`src/rtl/sfence_vma_ctrl.sv`:
```
// SFENCE.VMA controller: captures rs1/rs2 at issue, waits for commit and
// for the store path to drain, then drives a FLUSH_CYCLES-long TLB flush.
//
// Ports:
//   clk_i, rst_i        clock, synchronous active-high reset
//   flush_i             pipeline flush, kills an uncommitted SFENCE.VMA
//   valid_i / ready_o   issue handshake, operands rs1_i/rs2_i + x0 flags
//   commit_i            captured instruction commits
//   no_st_pending_i     store and write buffers are empty
//   flush_tlb_o         TLB flush request, with vaddr/asid/all-flags
//   busy_o, done_o      not idle / one-cycle completion pulse
module sfence_vma_ctrl #(
    parameter int unsigned ASID_WIDTH   = 1,
    parameter int unsigned VLEN         = 39,
    parameter int unsigned FLUSH_CYCLES = 2
) (
    input  logic                  clk_i,
    input  logic                  rst_i,
    input  logic                  flush_i,
    input  logic                  valid_i,
    input  logic [VLEN-1:0]       rs1_i,
    input  logic [ASID_WIDTH-1:0] rs2_i,
    input  logic                  rs1_is_x0_i,
    input  logic                  rs2_is_x0_i,
    output logic                  ready_o,
    input  logic                  commit_i,
    input  logic                  no_st_pending_i,
    output logic                  flush_tlb_o,
    output logic [VLEN-1:0]       flush_vaddr_o,
    output logic [ASID_WIDTH-1:0] flush_asid_o,
    output logic                  flush_all_vaddr_o,
    output logic                  flush_all_asid_o,
    output logic                  busy_o,
    output logic                  done_o
);

    localparam int unsigned CW = 4;
    localparam logic [CW-1:0] CNT_LOAD = CW'(FLUSH_CYCLES - 1);

    typedef enum logic [2:0] {
        IDLE,
        WAIT_COMMIT,
        DRAIN,
        FLUSH,
        DONE
    } state_e;

    state_e state_q, state_d;

    logic [CW-1:0]         cnt_q, cnt_d;
    logic [VLEN-1:0]       vaddr_q;
    logic [ASID_WIDTH-1:0] asid_q;
    logic                  all_vaddr_q;
    logic                  all_asid_q;

    logic capture;
    logic kill;

    always_comb begin
        state_d     = state_q;
        cnt_d       = cnt_q;
        capture     = 1'b0;
        kill        = 1'b0;
        ready_o     = 1'b0;
        flush_tlb_o = 1'b0;
        done_o      = 1'b0;
        unique case (state_q)
            IDLE: begin
                ready_o = 1'b1;
                if (valid_i && !flush_i) begin
                    capture = 1'b1;
                    state_d = WAIT_COMMIT;
                end
            end
            WAIT_COMMIT: begin
                // A kill wins over a same-cycle commit.
                if (flush_i) begin
                    kill    = 1'b1;
                    state_d = IDLE;
                end else if (commit_i) begin
                    state_d = DRAIN;
                end
            end
            DRAIN: begin
                // Committed: pipeline flushes no longer apply.
                if (no_st_pending_i) begin
                    cnt_d   = CNT_LOAD;
                    state_d = FLUSH;
                end
            end
            FLUSH: begin
                flush_tlb_o = 1'b1;
                if (cnt_q == '0) begin
                    state_d = DONE;
                end else begin
                    cnt_d = cnt_q - 1'b1;
                end
            end
            DONE: begin
                done_o  = 1'b1;
                state_d = IDLE;
            end
            default: begin
                state_d = IDLE;
            end
        endcase
    end

    always_ff @(posedge clk_i) begin
        if (rst_i) begin
            state_q     <= IDLE;
            cnt_q       <= '0;
            vaddr_q     <= '0;
            asid_q      <= '0;
            all_vaddr_q <= 1'b0;
            all_asid_q  <= 1'b0;
        end else begin
            state_q <= state_d;
            cnt_q   <= cnt_d;
            if (capture) begin
                vaddr_q     <= rs1_i;
                asid_q      <= rs2_i;
                all_vaddr_q <= rs1_is_x0_i;
                all_asid_q  <= rs2_is_x0_i;
            end else if (kill) begin
                all_vaddr_q <= 1'b0;
                all_asid_q  <= 1'b0;
            end
        end
    end

    assign flush_vaddr_o     = vaddr_q;
    assign flush_asid_o      = asid_q;
    assign flush_all_vaddr_o = all_vaddr_q;
    assign flush_all_asid_o  = all_asid_q;
    assign busy_o            = (state_q != IDLE);

endmodule

```
`config.mk`:
```
export PLATFORM = sky130hd
export DESIGN_NAME = sfence_vma_ctrl
export DESIGN_NICKNAME = d
export VERILOG_FILES = /design/src/rtl/sfence_vma_ctrl.sv
export SDC_FILE = /design/constraint.sdc
export NUM_CORES = 1
export LEC_CHECK = 0
export ABC_AREA = 1
export CORE_MARGIN = 1
export CORE_UTILIZATION = 36
export DETAILED_ROUTE_END_ITERATION = 16
export GPL_ROUTABILITY_DRIVEN = 0
export HOLD_SLACK_MARGIN = 0.03
export PLACE_DENSITY = 0.75
export RECOVER_POWER = 50
export SYNTH_ARGS = -nofsm -noshare
export SYNTH_HDL_FRONTEND = slang
export SYNTH_SLANG_ARGS = --single-unit
```
`constraint.sdc`:
```
create_clock -name clk_i -period 1.2 [get_ports clk_i]
set_input_delay 0.3 -clock clk_i [delete_from_list [all_inputs] [get_ports clk_i]]
set_output_delay 0.3 -clock clk_i [all_outputs]
set_load 0.03 [all_outputs]
```
### Yosys cells after proc, flatten, opt, wreduce, memory -nomap -nowiden

Cells that the tools add are included.

| cells by class | value |
|---|---|
| add/subtract/negate cells | 1 |
| equality and inequality tests | 9 |
| mux-type cells | 19 |
| reduce and logical (&&, ||, !) cells | 9 |

Operator list:

| kind | count |
|---|---|
| two-way mux 3 bit | 5 |
| one-hot mux 3 bit (4 select lines) | 1 |
| two-way mux 1 bit | 10 |
| two-way mux 4 bit | 2 |
| != test 2 bit, second input constant | 4 |
| one-hot mux 4 bit (2 select lines) | 1 |
| == test 3 x 2 -> 1 bit, second input constant | 2 |
| logical NOT 4 bit | 1 |
| AND reduction 4 bit | 1 |
| nonzero test 2 bit | 2 |
| subtractor 4 x 1 -> 4 bit, second input constant | 1 |
| == test 3 x 1 -> 1 bit, second input constant | 1 |
| == test 3 bit, second input constant | 1 |
| logical NOT 3 bit | 1 |
| != test 3 bit, second input constant | 1 |
| AND reduction 3 bit | 1 |
| nonzero test 3 bit | 1 |
| logical AND 1 bit | 1 |
| logical NOT 1 bit | 1 |

| storage, ports and cells | value |
|---|---|
| register bits | 49 |
| input bits | 48 |
| output and inout port bits | 46 |
| logic and storage cells | 44 |

### Longest topological paths before layout

Gate-level depths: netlist of run 1.

| depth | value |
|---|---|
| depth in word-level cells | 5 |
| mapped depth | 9 |
| depth with buffers taken out | 9 |

### Worst setup path before layout of run 1

Ideal clock, no wire load.

| path | value |
|---|---|
| path kind | register -> output |
| start point | register state_q[2] |
| end point | output port done_o |
| data arrival time | 1,126 ps |
| setup slack | -226 ps |
| stages on the path, launching flop included | 3 |
| buffers on the path | 0 |
| path through | dfxtp_1 -> inv_1 -> nor3_1 |

| on the way | value |
|---|---|
| longest elaborated chain between the ends | 2 |

RTL lines:

| item | line | RTL |
|---|---|---|
| start, declared | 48 | `state_e state_q, state_d;` |
| start signal, assigned | 118 | `state_q <= state_d;` |
| == test 3 bit | 67 | `unique case (state_q)` |
| two-way mux 1 bit | 67 |  |
| end, declared | 34 | `output logic done_o` |

Every way passes these cells.

### Worst setup path in the final report of run 1

| path | value |
|---|---|
| start point | register state_q[0] |
| end point | output port done_o |

Same word-level chain as after synthesis.

==> impl_results.md, run 1 <==
- Fin. Hold Viols: 0
- Final core utilization: 65.43%
- Setup CP Type: flip-flop to primary output
- R2R Setup Slk: -180 ps
- Synth-to-layout area growth: 74.32%
- Yosys reg bits: 49
- Top_reg_cell synth: dfxtp_1
- Req. time, crit path: 900 ps
- Clk pin slew, worst setup/hold paths: 100 ps
- CP max stage delay: 370 ps
- Final hold slack: 479.3 ps
- Flop pwr share: 33.0%
- Adder-cell area share of the yosys netlist: 1.297%
- Max-slew violations: 0
- Core Region: 0.005140 mm2
- H-tree Lvls: 2
- Switch Pwr: 2.592 mW
- All-layer global routing usage: 16.96%
- Number of nets in the layout: 424
- I/O Buffers: 93
- RSZ-0062 raised after global routing: yes
- Internal cell power: 3.958 mW
- Worst skew pair latency: 300 ps
- Root Buffer: clkbuf_8
- Clock Skews: 13.80 ps
- Grt total ovfl: 0
- Largest net degree at the start of global routing: 28
- Global-route wire length before repair: 7362 um
- Met3 Resource Use GR: 3.748%
- DR iter-0 viols: 78
- Drt first pass iters: 4
- Post-DRT Antenna Nets: 0
- Setup crit start: state_q[0]
- Worst path cell trace: buf_12, nor3_4, buf_6
- Min Tclk post-route: 1423 ps
- Most Used Layer, Global Route: met2
- Vias/cell: 4.470
- Die X: 75.21 um
- Row Count: 26
- Antenna violations before repair: 0
- Critical Path End: done_o
- Area share of and/or/nand/nor cells after synthesis: 26.91%
- Cell area after layout: 0.003363 mm2
- Sequential-to-total area share from yosys stat: 50.84%
- Max FO, Critical Path: 4
- Count of different cell masters after synthesis: 24
- Largest family of logic cells by synthesized area: simple AND/OR/NAND/NOR gates
- Outcome: complete, but fails checks
- Synth Area in XOR/XNOR: 0.9079%
- Sw Ratio: 39.57%
- Met2 Use GR: 29.23%
- Peak supply drop: 1.036 mV
- Vias in the first global route: 1719
- Clk sink count: 49
- Drt wl/cell: 11.67 um
- Async set or reset register ratio after synthesis: 0%
- Layout cells sized above 1: 31.47%
- Total wire length: 5191 um
- Worst path bufs/invs: 2
- Synth Area in Compound Gates: 13.16%
- Post-synth EDFFs: 0
- Worst EP arrival: 1120 ps
- Top Ports: 94
- Clock power frac: 14.8%
- Placed cell area: 0.002970 mm2
- Hpwl dp: 3486 um
- Min-Delay Path Class: flip-flop to flip-flop
- Met1 usage: 20.74%
- CP max-delay cell: dfxtp_4
- Fin crit share: 118.6%
- Leakage dissipation: 1.453 nW
- Fin cells: 445
- FMAX: 702.6 MHz
- Mux share of post-synthesis cell area: 0%
- Pwr per Cell Area: 1947 mW/mm2
- WP depth: 3
- Worst setup SP type: flip-flop
- Reg-to-reg endpoint: flush_vaddr_o[25]
- Placed cells: 424
- Top delay family on crit path: flip-flops
- Residual DRC count: 0
- YS warnings: 0
- Post-Syn Instances: 252
- ANT cells: 0
- Post-Syn Nets: 302
- Post-synthesis instance area: 0.001929 mm2
- Chip height: 75.21 um
- Longest Clk Path Bufs: 2
- R2r startpoint: state_q[0]
- Slew @ Worst Pin: 227.8 ps
- R2R cell count: 8
- Clock buffer count from CTS: 5
- Initial Util: 37.54%
- Power, Total: 6.549 mW
- Die area: 0.005656 mm2
- Avg Inst Size Synth: 7.656 um2
- Max-cap violations: 0
- CTS tree: yes
- Comb power frac: 52.3%
- PnR worst setup slack: -223.2 ps
- Setup crit end kind: primary output
- Slew HR: 84.82%
- Via count: 1989
- Failing checks: setup timing
- # hold bufs at CTS: 0
- Final setup vio count: 49
==> per-stage QoR <==
stage / setup WS [ps] / TNS, ps
after floorplan: -12.98 / -12.98
after global placement: -368.2 / -15370
after detailed placement: -401.4 / -16970
after CTS: -246.0 / -6433
after global routing: -258.2 / -9920
final: -223.2 / -6243
==> Yosys cell counts (2+ instances only) <==
library cell  number  share of area [%]
nor2_1            91                 18
dfxtp_1           49                 51
o21ai_0           42                 11
nand2_1           18                3.5
inv_1             11                2.1
nand3_1            6                1.6
a21oi_1            4                1.0
buf_6              4                2.3
clkbuf_1           4               0.78
clkbuf_2           4                1.0
nand2_2            3               0.97
ha_1               2                1.3
nor3_1             2               0.52
o211ai_1           2               0.78
==> worst min-delay path by stage <==
stage                 startpoint           endpoint  slack (ps)  depth (start not counted)
2_1_floorplan              rst_i           cnt_q[1]         360                          1
3_3_place_gp   flush_vaddr_o[35]  flush_vaddr_o[35]         460                          2
3_5_place_dp   flush_vaddr_o[34]  flush_vaddr_o[34]         470                          2
4_1_cts        flush_vaddr_o[15]  flush_vaddr_o[15]         490                          2
5_1_grt        flush_vaddr_o[19]  flush_vaddr_o[19]         510                          2
6_report       flush_vaddr_o[24]  flush_vaddr_o[24]         480                          2
==> cell families (layout without fill, tap and decap cells) <==
| family | Yosys count | in the layout |
|---|---|---|
| xor+xnor | 2 | 2 |
| buf+inv | 25 | 148 |
| compound gates | 49 | 49 |
| flops | 49 | 49 |
| simple gates | 125 | 125 |
| fa+ha+maj | 2 | 2 |
==> cells in the final DEF, fill, tap and decap left out, types with 3 or more instances in the layout <==
cell type,instances
inv_1,5
nand2_1,14
buf_4,59
clkbuf_8,5
nor2_1,89
nand2_4,3
buf_12,5
nor2_4,4
nand3_1,4
o21ai_0,30
inv_2,6
o21ai_1,11
a21oi_1,3
buf_6,16
clkdlybuf4s50_1,46
dfxtp_1,45
==> worst register-to-register path: stages (launching register included) <==
cell	delay, ps
dfxtp_4	380
nor2_4	40
buf_4	130
nand4_4	140
clkinv_4	130
buf_12	150
buf_16	130
nor2_1	120
nor2_1	70
==> layout make-up <==
class,instances,area [um2]
Sequential cell,49,991.0
Multi-Input combinational cell,178,924.6
Fill cell,439,1777
Clock buffer,5,68.82
Inverter,12,50.05
Tap cell,70,87.58
Clock inverter,3,21.27
Timing Repair Buffer,128,1220
==> power by group through the flow <==
stage / logic (mW) / clock network [mW] / registers (mW)
floorplan: 1.19 / 0 / 2.69
global placement: 2.77 / 0 / 2.17
detailed placement: 2.80 / 0 / 2.18
CTS: 3.01 / 1.01 / 2.15
global route: 3.68 / 1.08 / 2.20
finish: 3.42 / 0.967 / 2.16
==> routing by layer <==
| layer | vias to the layer above | wire length [um] | share of wire (%) |
|---|---|---|---|
| met2 | 73 | 2510 | 48 |
| li1 | 1046 | - | - |
| met1 | 860 | 2261 | 44 |
| met4 | 0 | 85 | 1.6 |
| met5 | - | 0 | 0 |
| met3 | 10 | 334 | 6.4 |
==> state kept, by name, summed over array words and instances, names as in the netlist <==
name / cells
cnt_q: 4
flush_all_asid_o: 1
flush_all_vaddr_o: 1
flush_asid_o: 1
flush_vaddr_o: 39
state_q: 3
==> timing repair <==
item                                    CTS  global route
endpoints found under the setup margin   47            52
resized for setup                        12            51
endpoints found under the hold margin     0             0
cloned                                    3             1
buffers inserted                          4             5
pin swaps                                 1            18
Power figures use the tool's default switching activity.
==> inputs of run 2 (changes only) <==
--- a/config.mk
+++ b/config.mk
@@ -5,12 +5,12 @@
 export SDC_FILE = /design/constraint.sdc
 export NUM_CORES = 1
 export LEC_CHECK = 0
-export ABC_AREA = 1
 export CORE_MARGIN = 1
 export CORE_UTILIZATION = 36
+export CTS_CLUSTER_SIZE = 8
 export DETAILED_ROUTE_END_ITERATION = 16
 export GPL_ROUTABILITY_DRIVEN = 0
-export HOLD_SLACK_MARGIN = 0.03
+export HOLD_SLACK_MARGIN = 0.05
 export PLACE_DENSITY = 0.75
 export RECOVER_POWER = 50
 export SYNTH_ARGS = -nofsm -noshare
==> run 2 against run 1 <==
Net effect: the flow still finishes with violations (setup timing); combinational power fell by 25%; final cell count fell by 2.5%; design area rose by 5.6%; critical path depth rose by 3.
==> impl_results.md, run 2 <==
- Power, Total: 5.521 mW
- Fin cells: 434
- Longest Clk Path Bufs: 2
- Fin crit share: 135.2%
- Outcome: complete, but fails checks
- CTS tree: yes
- Initial Util: 37.49%
- Row Count: 26
- Cell area after layout: 0.003552 mm2
- Failing checks: setup timing
- Post-Syn Nets: 286
- Setup WS pre-CTS: -754.7 ps
- Core Region: 0.005140 mm2
- Clk sink count: 49
- Async set or reset register ratio after synthesis: 0%
- I/O Buffers: 93
- Post-synthesis instance area: 0.001927 mm2
- Top Ports: 94
- Drt first pass iters: 4
- Residual DRC count: 0
- Final core utilization: 69.11%
- PnR worst setup slack: -422.2 ps
- Synth area leaders: dfxtp_1, nand2_1, a21oi_1, nor3_1, buf_4
- Commonest cells after routing, fill and taps aside: nand2_1, dfxtp_1, clkdlybuf4s50_1, buf_4, a21oi_2
- Yosys reg bits: 49
- RSZ-0062 raised after global routing: yes
- FMAX: 616.4 MHz
- Antenna violations before repair: 0
- Pwr per Cell Area: 1554 mW/mm2
- Top-area cell type share of the netlist area: 50.91%
- Final setup vio count: 53
- Post-synth EDFFs: 0
- Max reg flops: 39
- Setup CP Type: flip-flop to primary output
- Die X: 75.16 um
- Worst setup SP type: flip-flop
- Leakage dissipation: 1.441 nW
- Post-DRT Antenna Nets: 0
- Min-Delay Path Class: input port to flip-flop
- Area leader, netlist: dfxtp_1
- Final hold slack: 290.6 ps
- All-layer global routing usage: 20.76%
- Global-route wire length before repair: 8769 um
- Chip height: 75.16 um
- Grt total ovfl: 0
- Die area: 0.005649 mm2
- Setup TNS Final: -17050 ps
- Drt wl/cell: 13.71 um
- Root Buffer: clkbuf_8
- Commonest cells post-synth: nand2_1, dfxtp_1, a21oi_1
- Vias in the first global route: 1976
- Hpwl dp: 3526 um
- Clk pin slew, worst setup/hold paths: 90 ps
- Req. time, crit path: 900 ps
- Slew HR: 73.30%
- Worst skew pair latency: 300 ps
- Synth-to-layout area growth: 84.35%
- # hold bufs at CTS: 0
- Layout cells sized above 1: 49.45%
- Count of different cell masters after synthesis: 31
- DR iter-0 viols: 71
- Via count: 2085
- Max FO, Critical Path: 3
- Avg Inst Size Synth: 8.165 um2
- Min Tclk post-route: 1622 ps
- Worst EP arrival: 1320 ps
- Most common cell after layout, fill and taps aside: nand2_1
- H-tree Lvls: 2
- Most frequent cell after synthesis: nand2_1
- Sequential-to-total area share from yosys stat: 50.91%
- Max-cap violations: 0
- ANT cells: 0
- Peak supply drop: 1.125 mV
- Placed cell area: 0.002965 mm2
- Vias/cell: 4.804
- Number of nets in the layout: 413
- Clock buffer count from CTS: 5
- Setup crit end kind: primary output
- Max-slew violations: 0
- Total wire length: 5948 um
- Placed cells: 403
- Slew @ Worst Pin: 400.5 ps
- Top_reg_cell synth: dfxtp_1
- Largest net degree at the start of global routing: 30
- Fill cells: 427
- Clock Skews: 11.58 ps
- Post-Syn Instances: 236
- YS warnings: 0
- Fin. Hold Viols: 0
-- run 2: power breakdown --
part / leakage [nW] / internal, mW / switching, mW
registers: 0.401 / 1.81 / 0.0992
clock network: 0.0542 / 0.521 / 0.528
logic: 0.985 / 1.25 / 1.31
-- run 2: cells by family after synthesis --
| logic type | after synthesis | share of synthesized area, % |
|---|---|---|
| buffers and inverters | 21 | 5.650 |
| AOI/OAI and AO/OA | 50 | 15.39 |
| and+or+nand+nor | 111 | 25.33 |
| adders and majority gates | 2 | 1.298 |
| DFF | 49 | 50.91 |
| muxes | 1 | 0.5195 |
| xor gates and xnor gates | 2 | 0.9093 |
-- run 2: final timing paths --
path,from,endpoint,slack [ps],cells after the start
worst max-delay path,state_q[1],flush_tlb_o,-420,6
worst min-delay path,rst_i,state_q[1],290,3
worst max register to register,state_q[1],state_q[2],-400,5
worst min register to register,flush_vaddr_o[22],flush_vaddr_o[22],450,2
-- run 2: routing by layer --
metal  GRT usage [%]  wire (um)
met4           9.877        106
met2           37.04       2953
met3           6.426        420
met1           22.39       2468
met5               0          0
-- run 2: cell type report --
type / instances / area (um2) / share of cell area (%)
Inverter: 5 / 18.77 / 0.5284
Clock inverter: 1 / 5.005 / 0.1409
Multi-Input combinational cell: 166 / 1105 / 31.10
Sequential cell: 49 / 987.2 / 27.79
Timing Repair Buffer: 136 / 1252 / 35.26
Clock buffer: 7 / 96.34 / 2.712
Tap cell: 70 / 87.58 / 2.466
-- run 2: worst max-delay path, stage by stage, from the launching register on --
cell	delay, ps
dfxtp_2	340
buf_6	120
buf_4	130
buf_6	110
nand3b_1	130
inv_2	70
buf_6	140
-- run 2: timing repair --
item                                    CTS  global route
pin swaps                                 9            21
buffers inserted                         18             9
hold endpoints to repair                  0             0
cloned                                    5             1
resized for setup                        39            61
endpoints found under the setup margin   53            53
==> inputs of run 3 (changes only) <==
==> config.mk (replaced) <==
export PLATFORM = sky130hd
export DESIGN_NAME = sfence_vma_ctrl
export DESIGN_NICKNAME = d
export VERILOG_FILES = /design/src/rtl/sfence_vma_ctrl.sv
export SDC_FILE = /design/constraint.sdc
export NUM_CORES = 1
export LEC_CHECK = 0
export CELL_PAD_IN_SITES_DETAIL_PLACEMENT = 1
export CELL_PAD_IN_SITES_GLOBAL_PLACEMENT = 1
export CORE_MARGIN = 4
export CORE_UTILIZATION = 25
export CTS_CLUSTER_SIZE = 8
export DETAILED_ROUTE_END_ITERATION = 16
export GPL_ROUTABILITY_DRIVEN = 0
export HOLD_SLACK_MARGIN = 0.05
export PLACE_DENSITY_LB_ADDON = 0.1
export RECOVER_POWER = 50
export SETUP_SLACK_MARGIN = 0.4
export SYNTH_ARGS = -nofsm -noshare
export SYNTH_HDL_FRONTEND = slang
export SYNTH_SLANG_ARGS = --single-unit
==> run 3 against run 2 <==
Net effect: the flow still finishes with violations (setup timing); sequential share of layout area shrank 4.4 points; die area up 62%; critical path depth decreased by 2; global-route usage down 5.2 points; flip-flop and latch count is the same; design area increased by 28%; total power up 22%; non-clock buffer count grew 33; core utilization shrank 7.2 points; fmax fell by 1.3%; register-to-register slack worse by 30 ps; largest cell class unchanged.
==> impl_results.md, run 3 (synthesis results as in run 2) <==
- Outcome: complete, but fails checks
- Failing checks: setup timing
- Layout cells sized above 1: 70.03%
- Root Buffer: clkbuf_8
- Worst skew pair latency: 300 ps
- Number of nets in the layout: 446
- Most Used Layer, Global Route: met2
- Met3 Resource Use GR: 3.362%
- Chip height: 95.79 um
- CTS tree: yes
- WHS Endpoint: state_q[1]
- PnR worst setup slack: -443.2 ps
- Pwr per Cell Area: 1479 mW/mm2
- RSZ-0062 raised after global routing: yes
- Clk pin slew, worst setup/hold paths: 90 ps
- I/O Buffers: 93
- Drt first pass iters: 4
- Global-route wire length before repair: 11060 um
- Final hold slack: 311.5 ps
- Total wire length: 9236 um
- Met1 usage: 18.12%
- Hpwl dp: 4422 um
- Setup crit start: state_q[2]
- Drt wl/cell: 18.62 um
- Slew @ Worst Pin: 335.2 ps
- Clk sink count: 49
- Clock buffer count from CTS: 5
- Row Count: 31
- Via count: 2318
- Clock Skews: 11.62 ps
- Grt total ovfl: 0
- Die area: 0.009176 mm2
- Reg-to-reg endpoint: state_q[1]
- Longest Clk Path Bufs: 2
- FMAX: 608.6 MHz
- Top Ports: 94
- Initial Util: 26.15%
- Min-Delay Path Class: input port to flip-flop
- All-layer global routing usage: 15.53%
- Final core utilization: 61.87%
- Slew HR: 77.65%
- Fin. Hold Viols: 0
- DR iter-0 viols: 24
- Max-cap violations: 0
- Max-slew violations: 0
- Fin crit share: 136.9%
- Largest net degree at the start of global routing: 21
- Antenna violations before repair: 0
- Most common cell after layout, fill and taps aside: buf_6
- Vias/cell: 4.673
- Die X: 95.79 um
- Setup crit end kind: primary output
- Met2 Use GR: 29.47%
- Min Tclk post-route: 1643 ps
- Req. time, crit path: 900 ps
- CP max stage delay: 390 ps
- Max reg flops: 39
- Vias in the first global route: 2239
- Post-DRT Antenna Nets: 0
- Cell area after layout: 0.004559 mm2
- Peak supply drop: 0.8540 mV
- R2r startpoint: state_q[1]
- R2R Setup Slk: -430 ps
- Hold path startpoint: rst_i
- CP max-delay cell: or3_4
- Setup CP Type: flip-flop to primary output
- Worst EP arrival: 1340 ps
- Fill cells: 767
- Commonest cells after routing, fill and taps aside: buf_6, buf_4, clkdlybuf4s50_1, nand2_1, a21oi_2
- Max FO, Critical Path: 4
- R2R cell count: 6
- Residual DRC count: 0
- Core Region: 0.007370 mm2
- Worst setup SP type: flip-flop
- Leakage dissipation: 1.854 nW
- Worst hold path depth: 3
- Final setup vio count: 53
- H-tree Lvls: 2
- Synth-to-layout area growth: 136.6%
- ANT cells: 0
- Placed cell area: 0.003030 mm2
- Worst path cell trace: buf_6, or3_4, inv_2, buf_12
[run 3: cell types whose count changed in the layout (fill, tap and decap cells not counted), sizes merged]
cell | previous run | this run
inv | 5 | 6
buf | 83 | 120
clkbuf | 14 | 9
[run 3: per-layer routing]
layer | vias up | wire length, um | share of wire [%]
met4 | 0 | 108 | 1.2
met3 | 8 | 454 | 4.9
met1 | 1145 | 3676 | 40
met5 | - | 0 | 0
li1 | 1107 | - | -
met2 | 58 | 4996 | 54
[run 3: how the worst max path moves through the flow]
stage | endpoint | slack, ps | cells after the start
2_1_floorplan | state_q[2] | -250 | 5
3_3_place_gp | flush_all_asid_o | -710 | 5
3_5_place_dp | state_q[2] | -760 | 5
4_1_cts | ready_o | -440 | 4
5_1_grt | state_q[1] | -490 | 6
6_report | ready_o | -440 | 4
[run 3: worst max-delay path: cells and delay by family, from the launching register on]
| family | cells | cell delay, ps |
|---|---|---|
| flip-flops | 1 | 350 |
| buffers and inverters | 3 | 320 |
| AND/OR/NAND/NOR | 1 | 390 |
[run 3: cell type report]
class	instances	area [um2]	area share, %
inverters	5	21.27	0.4665
repair buffers	169	1881	41.25
clock inverters	2	13.76	0.3019
well taps	99	123.9	2.717
clock buffers	6	72.57	1.592
flip-flops and latches	49	1067	23.41
multi-input cells	166	1380	30.27
[run 3: metrics by stage]
step	total power, mW	setup slack (ps)	std cells	TNS, ps
after floorplan	3.132	-248.1	236	-4714
after global placement	3.987	-705.3	432	-29870
after detailed placement	4.014	-764.6	432	-31500
after CTS	5.768	-435.8	461	-17420
after global routing	7.068	-485.2	496	-19160
final	6.742	-443.2	496	-16240
[run 3: power by group]
group / switching [mW] / internal (mW)
registers: 0.188 / 1.84
clock network: 0.568 / 0.417
logic: 1.71 / 2.01
[run 3: timing repair]
action / in CTS / in global routing
buffers inserted: 14 / 32
pin swaps: 7 / 78
gates cloned: 7 / 3
hold buffers: 0 / 0
setup endpoints to repair: 95 / 95
resized for setup: 107 / 147
